--- config.mk ---
export PLATFORM = sky130hd
export DESIGN_NAME = hazard_stall_ctrl_flat
export DESIGN_NICKNAME = d
export VERILOG_FILES = /design/src/rtl/hazard_stall_ctrl_if.sv /design/src/rtl/hazard_stall_ctrl.sv /design/src/flat_wrapper.sv
export SDC_FILE = /design/constraint.sdc
export NUM_CORES = 1
export LEC_CHECK = 0
export ABC_AREA = 1
export CAP_MARGIN = 25
export CELL_PAD_IN_SITES_DETAIL_PLACEMENT = 0
export CELL_PAD_IN_SITES_GLOBAL_PLACEMENT = 1
export CORE_MARGIN = 2
export CORE_UTILIZATION = 27
export CTS_BUF_LIST = sky130_fd_sc_hd__clkbuf_8
export CTS_CLUSTER_DIAMETER = 50
export CTS_CLUSTER_SIZE = 24
export DETAILED_ROUTE_END_ITERATION = 12
export PLACE_DENSITY_LB_ADDON = 0.05
export SYNTH_ARGS = -nofsm -noshare
export SYNTH_HDL_FRONTEND = slang
export SYNTH_SLANG_ARGS = --single-unit
--- constraint.sdc ---
create_clock -name clk -period 2.2 [get_ports clk]
set_clock_uncertainty 0.15 [all_clocks]
set_input_delay 0.33 -clock clk [delete_from_list [all_inputs] [get_ports clk]]
set_output_delay 0.33 -clock clk [all_outputs]
set_load 0.005 [all_outputs]
--- src/rtl/hazard_stall_ctrl_if.sv ---
// Decode-stage hazard signals between the pipeline datapath and the stall scheduler.
// The master is the pipeline side, which supplies the hazard fields; the slave is the scheduler, which returns the enables.
interface hazard_stall_ctrl_if;
  logic [4:0] D_rs;
  logic [4:0] D_rt;
  logic [1:0] D_rs_tuse;
  logic [1:0] D_rt_tuse;
  logic       D_is_md;
  logic [4:0] E_A3;
  logic [1:0] E_tnew;
  logic [4:0] M_A3;
  logic [1:0] M_tnew;
  logic       E_md_start;
  logic       E_md_div;
  logic       PC_WE;
  logic       D_WE;
  logic       E_clr;
  logic       md_busy;

  modport master (
    output D_rs, D_rt, D_rs_tuse, D_rt_tuse, D_is_md,
    output E_A3, E_tnew, M_A3, M_tnew, E_md_start, E_md_div,
    input  PC_WE, D_WE, E_clr, md_busy
  );

  modport slave (
    input  D_rs, D_rt, D_rs_tuse, D_rt_tuse, D_is_md,
    input  E_A3, E_tnew, M_A3, M_tnew, E_md_start, E_md_div,
    output PC_WE, D_WE, E_clr, md_busy
  );
endinterface

--- src/rtl/hazard_stall_ctrl.sv ---
// Decode-stage stall scheduler: register tuse/tnew hazards plus the mult/div busy countdown.
// Stall outputs are combinational, so a hazard holds F/D in the same cycle it is presented.
module hazard_stall_ctrl #(
  parameter int MULT_CYC = 5,
  parameter int DIV_CYC  = 10,
  parameter int CNT_W    = 4
) (
  input logic clk,
  input logic reset,
  hazard_stall_ctrl_if.slave hz
);

  localparam logic [CNT_W-1:0] MULT_LD = CNT_W'(MULT_CYC);
  localparam logic [CNT_W-1:0] DIV_LD  = CNT_W'(DIV_CYC);

  logic [CNT_W-1:0] cnt;
  logic [CNT_W-1:0] cnt_nxt;
  logic             busy;
  logic             stall_rs;
  logic             stall_rt;
  logic             stall_md;
  logic             stall;

  always_ff @(posedge clk) begin
    if (reset) begin
      cnt <= '0;
    end else begin
      cnt <= cnt_nxt;
    end
  end

  // A start that arrives while the unit is already counting is ignored.
  always_comb begin
    cnt_nxt = cnt;
    if (cnt == '0) begin
      if (hz.E_md_start) begin
        cnt_nxt = hz.E_md_div ? DIV_LD : MULT_LD;
      end
    end else begin
      cnt_nxt = cnt - 1'b1;
    end
  end

  assign busy = (cnt != '0);

  always_comb begin
    stall_rs = 1'b0;
    stall_rt = 1'b0;
    stall_md = 1'b0;
    stall    = 1'b0;
    // A hazard stalls only when the producer's result arrives after the consumer needs it.
    // When tnew <= tuse, forwarding resolves the hazard instead.
    if (hz.D_rs != 5'd0) begin
      stall_rs = ((hz.D_rs == hz.E_A3) && (hz.E_tnew > hz.D_rs_tuse)) ||
                 ((hz.D_rs == hz.M_A3) && (hz.M_tnew > hz.D_rs_tuse));
    end
    if (hz.D_rt != 5'd0) begin
      stall_rt = ((hz.D_rt == hz.E_A3) && (hz.E_tnew > hz.D_rt_tuse)) ||
                 ((hz.D_rt == hz.M_A3) && (hz.M_tnew > hz.D_rt_tuse));
    end
    stall_md = hz.D_is_md && (hz.E_md_start || busy);
    if (!reset) begin
      stall = stall_rs || stall_rt || stall_md;
    end
  end

  assign hz.PC_WE   = ~stall;
  assign hz.D_WE    = ~stall;
  assign hz.E_clr   = stall;
  assign hz.md_busy = busy;

endmodule

--- src/flat_wrapper.sv ---
// flat-port wrapper written by rule: the top's interface ports become plain ports
module hazard_stall_ctrl_flat 
#(
  parameter int MULT_CYC = 5,
  parameter int DIV_CYC  = 10,
  parameter int CNT_W    = 4
)
  (clk, reset, hz_D_rs, hz_D_rt, hz_D_rs_tuse, hz_D_rt_tuse, hz_D_is_md, hz_E_A3, hz_E_tnew, hz_M_A3, hz_M_tnew, hz_E_md_start, hz_E_md_div, hz_PC_WE, hz_D_WE, hz_E_clr, hz_md_busy);
  hazard_stall_ctrl_if hz_i ();
  input logic clk;
  input logic reset;
  input wire logic [$bits(hz_i.D_rs)-1:0] hz_D_rs;
  input wire logic [$bits(hz_i.D_rt)-1:0] hz_D_rt;
  input wire logic [$bits(hz_i.D_rs_tuse)-1:0] hz_D_rs_tuse;
  input wire logic [$bits(hz_i.D_rt_tuse)-1:0] hz_D_rt_tuse;
  input wire logic [$bits(hz_i.D_is_md)-1:0] hz_D_is_md;
  input wire logic [$bits(hz_i.E_A3)-1:0] hz_E_A3;
  input wire logic [$bits(hz_i.E_tnew)-1:0] hz_E_tnew;
  input wire logic [$bits(hz_i.M_A3)-1:0] hz_M_A3;
  input wire logic [$bits(hz_i.M_tnew)-1:0] hz_M_tnew;
  input wire logic [$bits(hz_i.E_md_start)-1:0] hz_E_md_start;
  input wire logic [$bits(hz_i.E_md_div)-1:0] hz_E_md_div;
  output wire logic [$bits(hz_i.PC_WE)-1:0] hz_PC_WE;
  output wire logic [$bits(hz_i.D_WE)-1:0] hz_D_WE;
  output wire logic [$bits(hz_i.E_clr)-1:0] hz_E_clr;
  output wire logic [$bits(hz_i.md_busy)-1:0] hz_md_busy;
  assign hz_i.D_rs = hz_D_rs;
  assign hz_i.D_rt = hz_D_rt;
  assign hz_i.D_rs_tuse = hz_D_rs_tuse;
  assign hz_i.D_rt_tuse = hz_D_rt_tuse;
  assign hz_i.D_is_md = hz_D_is_md;
  assign hz_i.E_A3 = hz_E_A3;
  assign hz_i.E_tnew = hz_E_tnew;
  assign hz_i.M_A3 = hz_M_A3;
  assign hz_i.M_tnew = hz_M_tnew;
  assign hz_i.E_md_start = hz_E_md_start;
  assign hz_i.E_md_div = hz_E_md_div;
  assign hz_PC_WE = hz_i.PC_WE;
  assign hz_D_WE = hz_i.D_WE;
  assign hz_E_clr = hz_i.E_clr;
  assign hz_md_busy = hz_i.md_busy;
  hazard_stall_ctrl #(.MULT_CYC(MULT_CYC), .DIV_CYC(DIV_CYC), .CNT_W(CNT_W)) u_core (.clk(clk), .reset(reset), .hz(hz_i));
endmodule
==> results_dict.tcl <==
set metrics [dict create \
    status "completed" \
    largest_net_degree_at_the_start_of_global_routing 6 \
    setup_viol 0 \
    kind_of_start_point_of_the_critical_path "flip-flop" \
    syn-cell-area_um2 862 \
    seqCellArea_um2 81.3 \
    post_layout_nonfiller_instances 256 \
    drt_iter0_markers 61 \
    finish.utilization_pct 49.3 \
    ys.warnings.count 0 \
    worstReg2RegStart "u_core.cnt[0]" \
    first_pass_iters 4 \
    asyncSetResetFlopFracSynth_pct 0 \
    grt_antenna_before_repair 0 \
    initial_core_util_pct 28.2 \
    synth_xor_area_share_pct 6.10 \
    worstPathCellList "inv_1 -> ha_1 -> nand2_2 -> nor2_4 -> inv_4 -> buf_4 -> clkdlybuf4s50_1" \
    timing.hold.worst.start "u_core.cnt[1]" \
    dpl.cell_count 253 \
    final-hold-violation-count 0 \
    clock_transition_at_the_registers_of_the_reported_paths_ns 0.03 \
    portBuffers 36 \
    cts_tree "done" \
    crit_buf_inv 4 \
    synth_top_family_by_area "simple AND/OR/NAND/NOR gates" \
    worst_slew_margin_rel_pct 82.7 \
    synthSimpleGateAreaFrac_pct 45.1 \
    antenna_left 0 \
    endpoint_kind "output pin" \
    max_incr_delay_on_cp_ns 0.50 \
    clkSinkCount 4 \
    rsz0062_at_grt "yes" \
    all_layer_global_routing_usage_pct 14.9 \
    worstRegToRegCells 11 \
    timing.critical_path.slowest_stage_cell "clkdlybuf4s50_1" \
    num_rows 20 \
    drcViolationCount 0 \
    ff2ff_setup_slack_ns 0.68 \
    drt-wirelength-per-cell_um 9.85 \
    cp_data_arrival_time_ns 1.62 \
    max_cap_violations 0 \
    cts_inserted_buffers 3 \
    timing.final.max_slew_violations 0 \
    num_io_pins 37 \
    hold_path_end "u_core.cnt[1]" \
    route.vias.total 1071 \
    power.leakage_nw 0.923 \
    die-area_um2 3660 \
    mean_instance_size_in_the_synthesized_netlist_um2 5.29 \
    yosys.cell_types.count 21 \
    cp.required_ns 1.72 \
    post_cts_setup_buffers 0 \
    number_of_buffers_inserted_for_hold_repair_after_clock_tree_synthesis 0 \
    cts.htree.levels 1 \
    number_of_flip_flops_under_the_largest_register_name 4 \
    nets_in_the_synthesized_netlist 206 \
    clock_insertion_delay_worst_skew_ns 0.21 \
    synth_compound_gate_area_share_pct 6.39 \
    power-per-cell-area_nw_per_um2 548 \
    grt-ovfl-total 0 \
    final_hold_slack_ns 0.310 \
    dp_hpwl_mm 2.12 \
    grt_pass1_wl_mm 4.08 \
    post-route-min-period_ns 2.10 \
    post_synth_fa_ha_maj_area_fraction_pct 14.5 \
    viasPerCell 4.18 \
    synth-edff-count 0 \
    max-vdd-ir-drop_mv 0.493 \
    ys_ff_latch 4 \
    highest_fanout_seen_on_the_critical_path 5 \
    synth_ff_type "dfxtp_1" \
    postSynthCellCount 163 \
    gp_congestion 0.821 \
    wl_mm 2.52 \
    muxShareOfSynthArea_pct 0 \
    tightestPinTransition_ns 0.257 \
    top_reg_by_flops "u_core.cnt" \
    layout_cell_share_with_drive_strength_beyond_1_pct 26.4 \
    cts_buffer_depth 2 \
    clock_tree.root_cell "clkbuf_8" \
    seq_area_frac_synth_pct 9.29 \
    critical_path_class "flip-flop to output pin" \
    total_power_of_the_final_layout_mw 0.825 \
    nFillCells 340 \
    number_of_global_route_vias_before_repair 979 \
    diodes 0 \
    fin_crit_sh_pct 95.7 \
    die_height_um 60.5 \
    die_width_um 60.5 \
    finish.net_count 257 \
    core_um2 3050 \
    fmax_ghz 0.475 \
    worst_r2r_endpoint "u_core.cnt[0]" \
    multi_input_area_um2 736 \
    hold-path-cell-count 2 \
    area.growth.synth_to_final_pct 74.7 \
    largest_registers "u_core.cnt x4" \
    path_delay_family "buffers and inverters" \
    holdCritPathClass "flip-flop to flip-flop" \
]
==> cell usage in the layout, fill, tap and decap left out, types with 3 or more instances in the layout <==
master	n
clkbuf_2	4
nand2_2	5
xor2_1	4
clkdlybuf4s50_1	8
dfxtp_1	3
dlymetal6s2s_1	16
inv_1	27
inv_2	10
nand2_1	53
nor2_2	6
nand3_1	9
buf_4	11
a21oi_1	5
ha_4	7
nor3_1	3
clkbuf_8	3
ha_1	3
buf_2	4
nor2_1	12
==> synth_stat cells (all sizes together), types with 2 or more instances <==
| library cell | count | share of area [%] |
|---|---|---|
| a21oi | 6 | 3.5 |
| clkinv | 2 | 0.87 |
| dfxtp | 4 | 9.3 |
| ha | 10 | 15 |
| inv | 38 | 17 |
| nand2 | 58 | 26 |
| nand3 | 10 | 5.8 |
| nor2 | 20 | 11 |
| nor3 | 3 | 1.7 |
| o22ai | 2 | 1.5 |
| xnor2 | 2 | 2.0 |
| xor2 | 4 | 4.1 |
==> worst max-delay path by stage <==
| stage | depth (start not counted) | startpoint | end |
|---|---|---|---|
| floorplan | 13 | hz_E_tnew[0] | hz_PC_WE |
| global placement | 15 | hz_E_tnew[0] | hz_E_clr |
| detailed placement | 15 | hz_E_tnew[0] | hz_E_clr |
| CTS | 12 | hz_M_tnew[1] | hz_E_clr |
| global route | 12 | hz_D_rs[1] | hz_E_clr |
| finish | 7 | u_core.cnt[0] | hz_md_busy |
==> cells by family (layout without fill, tap and decap cells) <==
logic type                 count (synthesis)  in the layout
AOI/OAI and AO/OA                         10             10
xor gates and xnor gates                   6              6
adders and majority gates                 10             10
buffers and inverters                     41             90
DFF                                        4              4
and+or+nand+nor                           92             92
==> tightest hold or removal path, stage by stage, from the launching register on <==
cell and delay [ns]:
dfxtp_1 0.30, nand2_1 0.06, a21oi_1 0.05
==> final cells by class <==
cell class / instances / area share, %
clock buffers: 3 / 2.74
flip-flops and latches: 4 / 5.40
repair buffers: 47 / 29.2
well taps: 44 / 3.65
inverters: 40 / 10.1
multi-input cells: 118 / 48.8
==> metrics by stage <==
stage,setup WS (ns),TNS [ns],area (um2)
2_1_floorplan,0.357,0,862
3_3_place_gp,-0.647,-1.80,1350
3_5_place_dp,-0.657,-1.80,1350
4_1_cts,0.000777,0,1410
5_1_grt,-0.0309,-0.0409,1510
6_report,0.0956,0,1510
==> report_power, final <==
group          switching (mW)  total [mW]  internal (mW)
combinational           0.276       0.545          0.269
clock                  0.0359       0.152          0.116
sequential             0.0229       0.128          0.105
==> per-layer routing <==
layer	share of wire (%)	GRT usage [%]	routed length, um	vias to the layer above
met5	0	0	0	-
met4	0	2.80	0	0
met3	5.6	2.56	142	0
met2	52	27.6	1320	24
met1	42	18.0	1060	463
li1	-	-	-	584
==> timing repair <==
action | CTS | global route
pin swaps | 16 | 19
setup endpoints to repair | 3 | 4
gates resized for setup | 32 | 39
Power figures use the tool's default switching activity.
